==> config.mk <==
export PLATFORM = sky130hd
export DESIGN_NAME = reg_dump_tx
export DESIGN_NICKNAME = d
export VERILOG_FILES = /design/src/rtl/reg_dump_tx_pkg.sv /design/src/rtl/uart_tx_byte.sv /design/src/rtl/reg_dump_tx.sv
export SDC_FILE = /design/constraint.sdc
export NUM_CORES = 1
export LEC_CHECK = 0
export CAP_MARGIN = 20
export CELL_PAD_IN_SITES_DETAIL_PLACEMENT = 2
export CELL_PAD_IN_SITES_GLOBAL_PLACEMENT = 2
export CORE_AREA = 3 3 395 397
export DETAILED_ROUTE_END_ITERATION = 16
export DIE_AREA = 0 0 398 400
export DONT_BUFFER_PORTS = 1
export HOLD_SLACK_MARGIN = 0.05
export PLACE_DENSITY = 0.51
export SETUP_SLACK_MARGIN = 0.4
export SYNTH_ARGS = -nofsm -noshare
export SYNTH_HDL_FRONTEND = slang
export SYNTH_HIERARCHICAL = 1
export SYNTH_SLANG_ARGS = --single-unit
==> constraint.sdc <==
create_clock -name clk -period 32.8 [get_ports clk]
set_clock_uncertainty 0.05 [all_clocks]
set_input_delay 6.56 -clock clk [delete_from_list [all_inputs] [get_ports clk]]
set_output_delay 6.56 -clock clk [all_outputs]
set_load 0.1 [all_outputs]
==> src/rtl/reg_dump_tx_pkg.sv <==
// Shared types and constants for the register-dump UART transmitter.
// Holds the state encoding used by both the frame sequencer and the byte serialiser.
package reg_dump_tx_pkg;

  typedef enum logic [2:0] {
    IDLE,
    START,
    DATA,
    STOP,
    FIN
  } state_t;

  localparam logic [7:0] FRAME_HEADER = 8'hA5;

  // Header byte plus four bytes per 32-bit register.
  function automatic int frame_bytes(input int nregs);
    return 1 + 4 * nregs;
  endfunction

endpackage

==> src/rtl/uart_tx_byte.sv <==
// 8N1 UART byte serialiser with a valid/ready handshake.
// The last stop-bit cycle is spent in IDLE, so a waiting byte follows with no gap.
module uart_tx_byte
  import reg_dump_tx_pkg::*;
#(
  parameter int CLKS_PER_BIT = 868
) (
  input  logic       clk,
  input  logic       rst_n,
  input  logic       valid,
  input  logic [7:0] data,
  output logic       ready,
  output logic       tx
);

  localparam int CW = (CLKS_PER_BIT > 2) ? $clog2(CLKS_PER_BIT) : 1;
  localparam logic [CW-1:0] BIT_LAST  = CW'(CLKS_PER_BIT - 1);
  localparam logic [CW-1:0] STOP_LAST = CW'(CLKS_PER_BIT - 2);

  state_t        state;
  logic [CW-1:0] baud_cnt;
  logic [2:0]    bit_idx;
  logic [7:0]    shreg;

  assign ready = (state == IDLE);

  // NOTE: sequential state uses non-blocking assignments so every flop samples pre-edge values.
  always_ff @(posedge clk or negedge rst_n) begin
    if (!rst_n) begin
      state    <= IDLE;
      baud_cnt <= '0;
      bit_idx  <= '0;
      shreg    <= '0;
      tx       <= 1'b1;
    end else begin
      case (state)
        IDLE: begin
          if (valid) begin
            shreg    <= data;
            baud_cnt <= '0;
            tx       <= 1'b0;
            state    <= START;
          end
        end
        START: begin
          if (baud_cnt == BIT_LAST) begin
            baud_cnt <= '0;
            bit_idx  <= '0;
            tx       <= shreg[0];
            state    <= DATA;
          end else begin
            baud_cnt <= baud_cnt + CW'(1);
          end
        end
        DATA: begin
          if (baud_cnt == BIT_LAST) begin
            baud_cnt <= '0;
            if (bit_idx == 3'd7) begin
              tx    <= 1'b1;
              state <= STOP;
            end else begin
              bit_idx <= bit_idx + 3'd1;
              tx      <= shreg[bit_idx + 3'd1];
            end
          end else begin
            baud_cnt <= baud_cnt + CW'(1);
          end
        end
        STOP: begin
          // One cycle short: the final stop-bit cycle is the IDLE cycle that follows.
          if (baud_cnt == STOP_LAST) begin
            baud_cnt <= '0;
            state    <= IDLE;
          end else begin
            baud_cnt <= baud_cnt + CW'(1);
          end
        end
        default: state <= IDLE;
      endcase
    end
  end

endmodule

==> src/rtl/reg_dump_tx.sv <==
// Snapshots the flattened register file on request and streams it as a UART frame:
// header byte, then x[0]..x[NREGS-1], each register MSB byte first.
module reg_dump_tx
  import reg_dump_tx_pkg::*;
#(
  parameter int          CLKS_PER_BIT = 868,
  parameter int          NREGS        = 32,
  parameter logic [7:0]  HEADER       = FRAME_HEADER
) (
  input  logic               clk,
  input  logic               rst_n,
  input  logic               start,
  input  logic [NREGS*32-1:0] registers,
  output logic               tx,
  output logic               busy,
  output logic               done
);

  localparam int NBYTES = frame_bytes(NREGS);
  localparam int BW     = $clog2(NBYTES) + 1;
  localparam int OW     = $clog2(NREGS * 32);

  state_t              state;
  logic [NREGS*32-1:0] shadow;
  logic [BW-1:0]       byte_idx;
  logic [BW-1:0]       data_idx;
  logic [OW-1:0]       lane_off;
  logic                tx_valid;
  logic                tx_ready;
  logic [7:0]          tx_data;
  logic                accept;

  assign accept   = (state == IDLE) && start && tx_ready;
  assign data_idx = byte_idx - BW'(1);
  // Byte n>0 is register (n-1)/4, lane 3-(n-1)%4; picked straight out of the snapshot.
  assign lane_off = OW'((int'(data_idx) / 4) * 32 + (3 - int'(data_idx) % 4) * 8);

  // NOTE: every output gets a default first, so no path through the case infers a latch.
  always_comb begin
    tx_valid = 1'b0;
    tx_data  = HEADER;
    case (state)
      IDLE:  tx_valid = start;
      START: begin
        tx_valid = 1'b1;
        tx_data  = shadow[lane_off +: 8];
      end
      default: ;
    endcase
  end

  // NOTE: the snapshot is pure data qualified by the FSM, so it is kept out of the reset tree.
  always_ff @(posedge clk) begin
    if (accept) shadow <= registers;
  end

  // START spans the whole byte stream here; the serialiser walks START/DATA/STOP per byte.
  always_ff @(posedge clk or negedge rst_n) begin
    if (!rst_n) begin
      state    <= IDLE;
      byte_idx <= '0;
      busy     <= 1'b0;
      done     <= 1'b0;
    end else begin
      done <= 1'b0;
      case (state)
        IDLE: begin
          if (accept) begin
            state    <= START;
            busy     <= 1'b1;
            byte_idx <= BW'(1);
          end
        end
        START: begin
          if (tx_ready) begin
            byte_idx <= byte_idx + BW'(1);
            if (byte_idx == BW'(NBYTES - 1)) state <= FIN;
          end
        end
        FIN: begin
          // Serialiser idle again means the last stop bit is in its final cycle.
          if (tx_ready) begin
            state    <= IDLE;
            busy     <= 1'b0;
            done     <= 1'b1;
            byte_idx <= '0;
          end
        end
        default: state <= IDLE;
      endcase
    end
  end

  uart_tx_byte #(
    .CLKS_PER_BIT(CLKS_PER_BIT)
  ) u_tx (
    .clk  (clk),
    .rst_n(rst_n),
    .valid(tx_valid),
    .data (tx_data),
    .ready(tx_ready),
    .tx   (tx)
  );

endmodule

Yosys cells after proc, flatten, opt, wreduce, memory -nomap -nowiden --
Index checks and enable logic that the tools add are counted. Widths: inputs -> output; s select.
Cells by class: muxes and demuxes 37, reduce and logical (&&, ||, !) cells 18, add/subtract/negate cells 6, shift-type cells 1, eq/ne operators 19, magnitude comparators 1
Operators by type and width (number):
- $shiftx 1024x11->8 | 1
- $mux 3 | 12
- $mux 10 | 3
- $pmux 10 s3 | 1
- $mux 9 | 3
- $pmux 9 s3 | 1
- $eq 10x10->1 const B | 2
- $reduce_and 4->1 | 4
- $ne 2x2->1 const B | 6
- $pmux 3 s4 | 1
- $add 10x1->10 const B | 1
- $add 10x6->10 | 1
- $add 9x1->9 const B | 1
- $eq 9x8->1 const B | 1
- $mux 1 | 9
- $pmux 3 s3 | 1
- $reduce_bool 3->1 | 3
- $mux 8 | 1
- $ne 2x1->1 const B | 4
- $sub 7x1->7 const B | 1
- $eq 3x1->1 const B | 2
- $eq 3x2->1 const B | 2
- $eq 3x3->1 const B | 2
- $logic_not 3->1 | 2
- other kinds (13) | 17
Storage, ports and cells: bits in registers 1063, output and inout port bits 3, word-level logic and storage cells 92, input port bits 1027

Depth between registers and ports, before layout --
depth in word-level cells 6, depth in mapped cells 16, mapped depth without buffers 10

Hierarchy --
The synthesis kept the hierarchy.
Modules (own cells, without submodules):
- reg_dump_tx | area an instance 39756.9 um2, instances 1, cells an instance 1779
- uart_tx_byte | area an instance 1401.3 um2, instances 1, cells an instance 131

Worst setup path after synthesis --
OpenSTA, ideal clock, no wires.
path kind input -> register, start input start, end register shadow[0], enable pin, stages 1, arrival time 29.764 ns, slack 1.448 ns, path buffers 0, cells stage by stage and3_1
Between the ends: longest elaborated chain between the ends 2
Ends and longest elaborated chain:
- from (decl) | line reg_dump_tx.sv:12 | input logic start,
- $logic_and 1x1->1 (2 in series) | line reg_dump_tx.sv:33 | assign accept = (state == IDLE) && start && tx_ready;
- to (signal assigned) | line reg_dump_tx.sv:54 | if (accept) shadow <= registers;
- to (decl) | line reg_dump_tx.sv:24 | logic [NREGS*32-1:0] shadow;
Every way passes these cells. A chain may end at the register's enable or synchronous reset.

Worst setup path after layout --
start input start, end register shadow[332], enable pin
The elaborated chain is that of the path after synthesis.

==> results.md <==
- Status: completed
- Post-detail-place hpwl: 104 mm
- Cell Count, Final, Fillers Out: 4,155
- Final worst slack: 21,960 ps
- Placement Setup Slack: 20,410 ps
- Effective utilization at floorplan: 27.0%
- Final weighted congestion in routability-driven placement: 0.872
- Final Instance Area: 47,600 um2
- Startpoint kind of the worst setup timing path: primary input
- Clock buffer count from CTS: 116
- Maximum operating frequency: 92.3 MHz
- Drc violations: 0
- Most numerous cell on the critical path: sky130_fd_sc_hd__buf_4
- Relative slew slack: 30.0%
- Synthesized instance count: 1,910
- Max-capacitance violation count: 0
- CP bufs+invs: 5
- Data required time of the critical path: 33,100 ps
- CORE AREA: 152,000 um2
- Residual overflow from global routing: 0
- Count of buffers inserted at the top-level ports: 0
- Arr. time, crit path: 11,130 ps
- Number of distinct library cells after synthesis: 67
- Number of enable-type register cells in the synthesized netlist: 1,024
- Final-report max-slew violation count: 0
- Aggregate negative setup slack: 0 ps
- Reported leakage power: 14.5 nW
- Post-cts repair resize count: 0
- Post-synthesis register bit count: 1,061
- Area post-placement: 43,600 um2
- Syn_nets: 2,953
- Classification of the worst setup path: primary input to flop
- Maximum fanout along the worst path: 79
- Most frequent standard cell in the layout excluding fill and tap cells: sky130_fd_sc_hd__edfxtp_1
- Category of the worst setup path capture point: flop
- IO Pins: 1,030
- Total power per unit cell area: 58.1 nW/um2
- Synthesized area per cell: 21.5 um2
- Commonest register cell after synthesis: sky130_fd_sc_hd__edfxtp_1
- Peak supply drop: 0.0462 mV
- Wire length per cell: 33.6 um
- Die area: 159,000 um2
- Portion of the clock cycle consumed by the worst path in the final layout: 33.0%
- Number of nets in the final layout: 3,016
- Clock tree sinks: 1,061
- Total detailed-routing wirelength: 140 mm
- Number of synthesis warnings: 6
- Initial antenna violation count: 129
- Delay of the slowest cell on the worst path: 900 ps
- Layout overhead on the synthesized area: 15.7%
- Skew-Pair Late Insertion Delay: 740 ps
- Finish-stage setup viols: 0
- Wire length of the first global-routing pass: 186 mm
- DR pass1 iterations: 5
- Detailed router's first-iteration violation count: 1,510
- Pin count of the biggest net entering global routing: 92
- FFs w/ async S/R, synth: 3.49%
- Critical Path Slowest Stage Cell: sky130_fd_sc_hd__buf_4
- Post-DRT Antenna Nets: 0
- Commonest cells after routing, fill and taps aside: 1,024 x sky130_fd_sc_hd__edfxtp_1, 260 x sky130_fd_sc_hd__mux4_2, 116 x sky130_fd_sc_hd__clkbuf_16
- Vias in the first global route: 22,200
- Horizontal extent of the die: 398 um
- Share of layout cells above drive strength 1: 25.2%
- Final Critical Period: 10,840 ps
- Largest delay contributor family on the critical path: buffers and inverters
- CTS tree: yes
- Post-detailed-route via-to-cell ratio: 4.86
- Share of synthesized area occupied by flip-flops and latches: 77.0%
- Cells traversed along the worst timing path: and3_4 -> buf_4 -> buf_4 -> buf_4 -> buf_4 -> buf_4
- Worst slew pin tran: 1040 ps
- Clock input transition at the sequential cells of the worst setup and hold paths: 60 ps
- Count of hold buffers inserted by post-cts repair: 0
- Overall track demand over capacity in global routing: 16.9%
- Post-Syn Area: 41,200 um2
- Total via count after detailed routing: 20,200
- Clock buffer depth: 3
- HP Class: flop to flop
- Number of hold violations in the final report: 0
- Cells after DPL: 3,879
- # Post-CTS Setup Buffers: 0
- Clock Tree Root: sky130_fd_sc_hd__clkbuf_16
- Final core occ: 31.3%
- Row Count: 143
- RSZ-0062 raised after global routing: no
- Die span in y: 400 um
- Number of H-tree branching levels: 3
[synthesized netlist by cell type (6+ instances only)]
cell type                  count  area (um2)
sky130_fd_sc_hd__nand2_1      73         274
sky130_fd_sc_hd__o21ai_0      38         190
sky130_fd_sc_hd__dfrtp_1      36         901
sky130_fd_sc_hd__and3_1        9        56.3
sky130_fd_sc_hd__buf_2        31         155
sky130_fd_sc_hd__nor2_1       28         105
sky130_fd_sc_hd__a22oi_1      65         488
sky130_fd_sc_hd__nor3_1       21         105
sky130_fd_sc_hd__inv_1        12        45.0
sky130_fd_sc_hd__mux2i_1      15         150
sky130_fd_sc_hd__edfxtp_1   1024       30700
sky130_fd_sc_hd__clkbuf_1     51         191
sky130_fd_sc_hd__nand3_1      10        50.1
sky130_fd_sc_hd__buf_1         7        26.3
sky130_fd_sc_hd__a21oi_1      59         295
sky130_fd_sc_hd__mux2_2       26         293
sky130_fd_sc_hd__a221oi_1      9        78.8
sky130_fd_sc_hd__and2_1        6        37.5
sky130_fd_sc_hd__ha_1         16         200
sky130_fd_sc_hd__or4_1        11        82.6
sky130_fd_sc_hd__o22ai_1       9        56.3
sky130_fd_sc_hd__o21ai_1       8        40.0
sky130_fd_sc_hd__mux4_2      260        5860
[path summary, 6_finish.rpt]
| kind | from | endpoint | slack, ps | cells past startpoint |
|---|---|---|---|---|
| setup / recovery | start | shadow[332] | 21960 | 6 |
| max in group asynchronous | rst_n | u_tx/tx | 27030 | 0 |
| min in group asynchronous | rst_n | busy | 5490 | 0 |
| setup reg to reg | u_tx/state[0] | shadow[332] | 26840 | 8 |
| hold reg to reg | byte_idx[8] | byte_idx[8] | 440 | 1 |
| hold / removal | byte_idx[8] | byte_idx[8] | 440 | 1 |
[final cells by class]
type / instances / area, um2
diodes: 62 / 155
multi-input cells: 739 / 9100
fillers: 15100 / 105000
clock inverters: 72 / 689
clock buffers: 136 / 2980
well taps: 2030 / 2540
flip-flops and latches: 1061 / 31700
repair buffers: 41 / 428
inverters: 14 / 52.6
[worst register-to-register path, stage by stage (launching register included)]
cell and delay [ps]:
sky130_fd_sc_hd__dfrtp_1 420, sky130_fd_sc_hd__inv_1 130, sky130_fd_sc_hd__ha_1 350, sky130_fd_sc_hd__and3_4 420, sky130_fd_sc_hd__buf_4 810, sky130_fd_sc_hd__buf_4 820, sky130_fd_sc_hd__buf_4 680, sky130_fd_sc_hd__buf_4 840
sky130_fd_sc_hd__buf_4 990
[registers in the layout (all words and copies together) (netlist names)]
signal,count
done,1
u_tx/bit_idx,3
u_tx/baud_cnt,10
state,2
byte_idx,9
shadow,1024
u_tx/shreg,8
busy,1
u_tx/state,2
u_tx/tx,1
[layer usage]
metal	part of all wire (%)	vias to the layer above	global-route usage [%]
li1	-	8277	-
met5	0.39	-	0
met1	36	10700	18.7
met2	53	892	30.2
met4	2.2	78	4.54
met3	8.3	284	6.53
[logic make-up (layout without fill, tap and decap cells)]
logic type / count (synthesis) / in the layout / synth area share [%]
AO/OA/AOI/OAI: 221 / 221 / 3.52
XOR/XNOR: 8 / 8 / 0.170
adder cells (fa/ha/maj): 16 / 16 / 0.486
buffers and inverters: 110 / 263 / 1.18
flip-flops: 1061 / 1061 / 77.0
multiplexers: 302 / 302 / 15.3
other: 0 / 62 / 0
AND/OR/NAND/NOR: 192 / 192 / 2.34
[metrics by stage]
stage	hold slack, ps	power, W
2_1_floorplan	394	0.00151
3_3_place_gp	430	0.00151
3_5_place_dp	443	0.00151
4_1_cts	452	0.00281
5_1_grt	497	0.00286
6_report	441	0.00276
[power by group]
part	internal [W]	switching, W
logic	0.0000000469	0.0000000791
clock network	0.000727	0.000552
registers	0.00149	0
(Power assumes the default switching activity.)
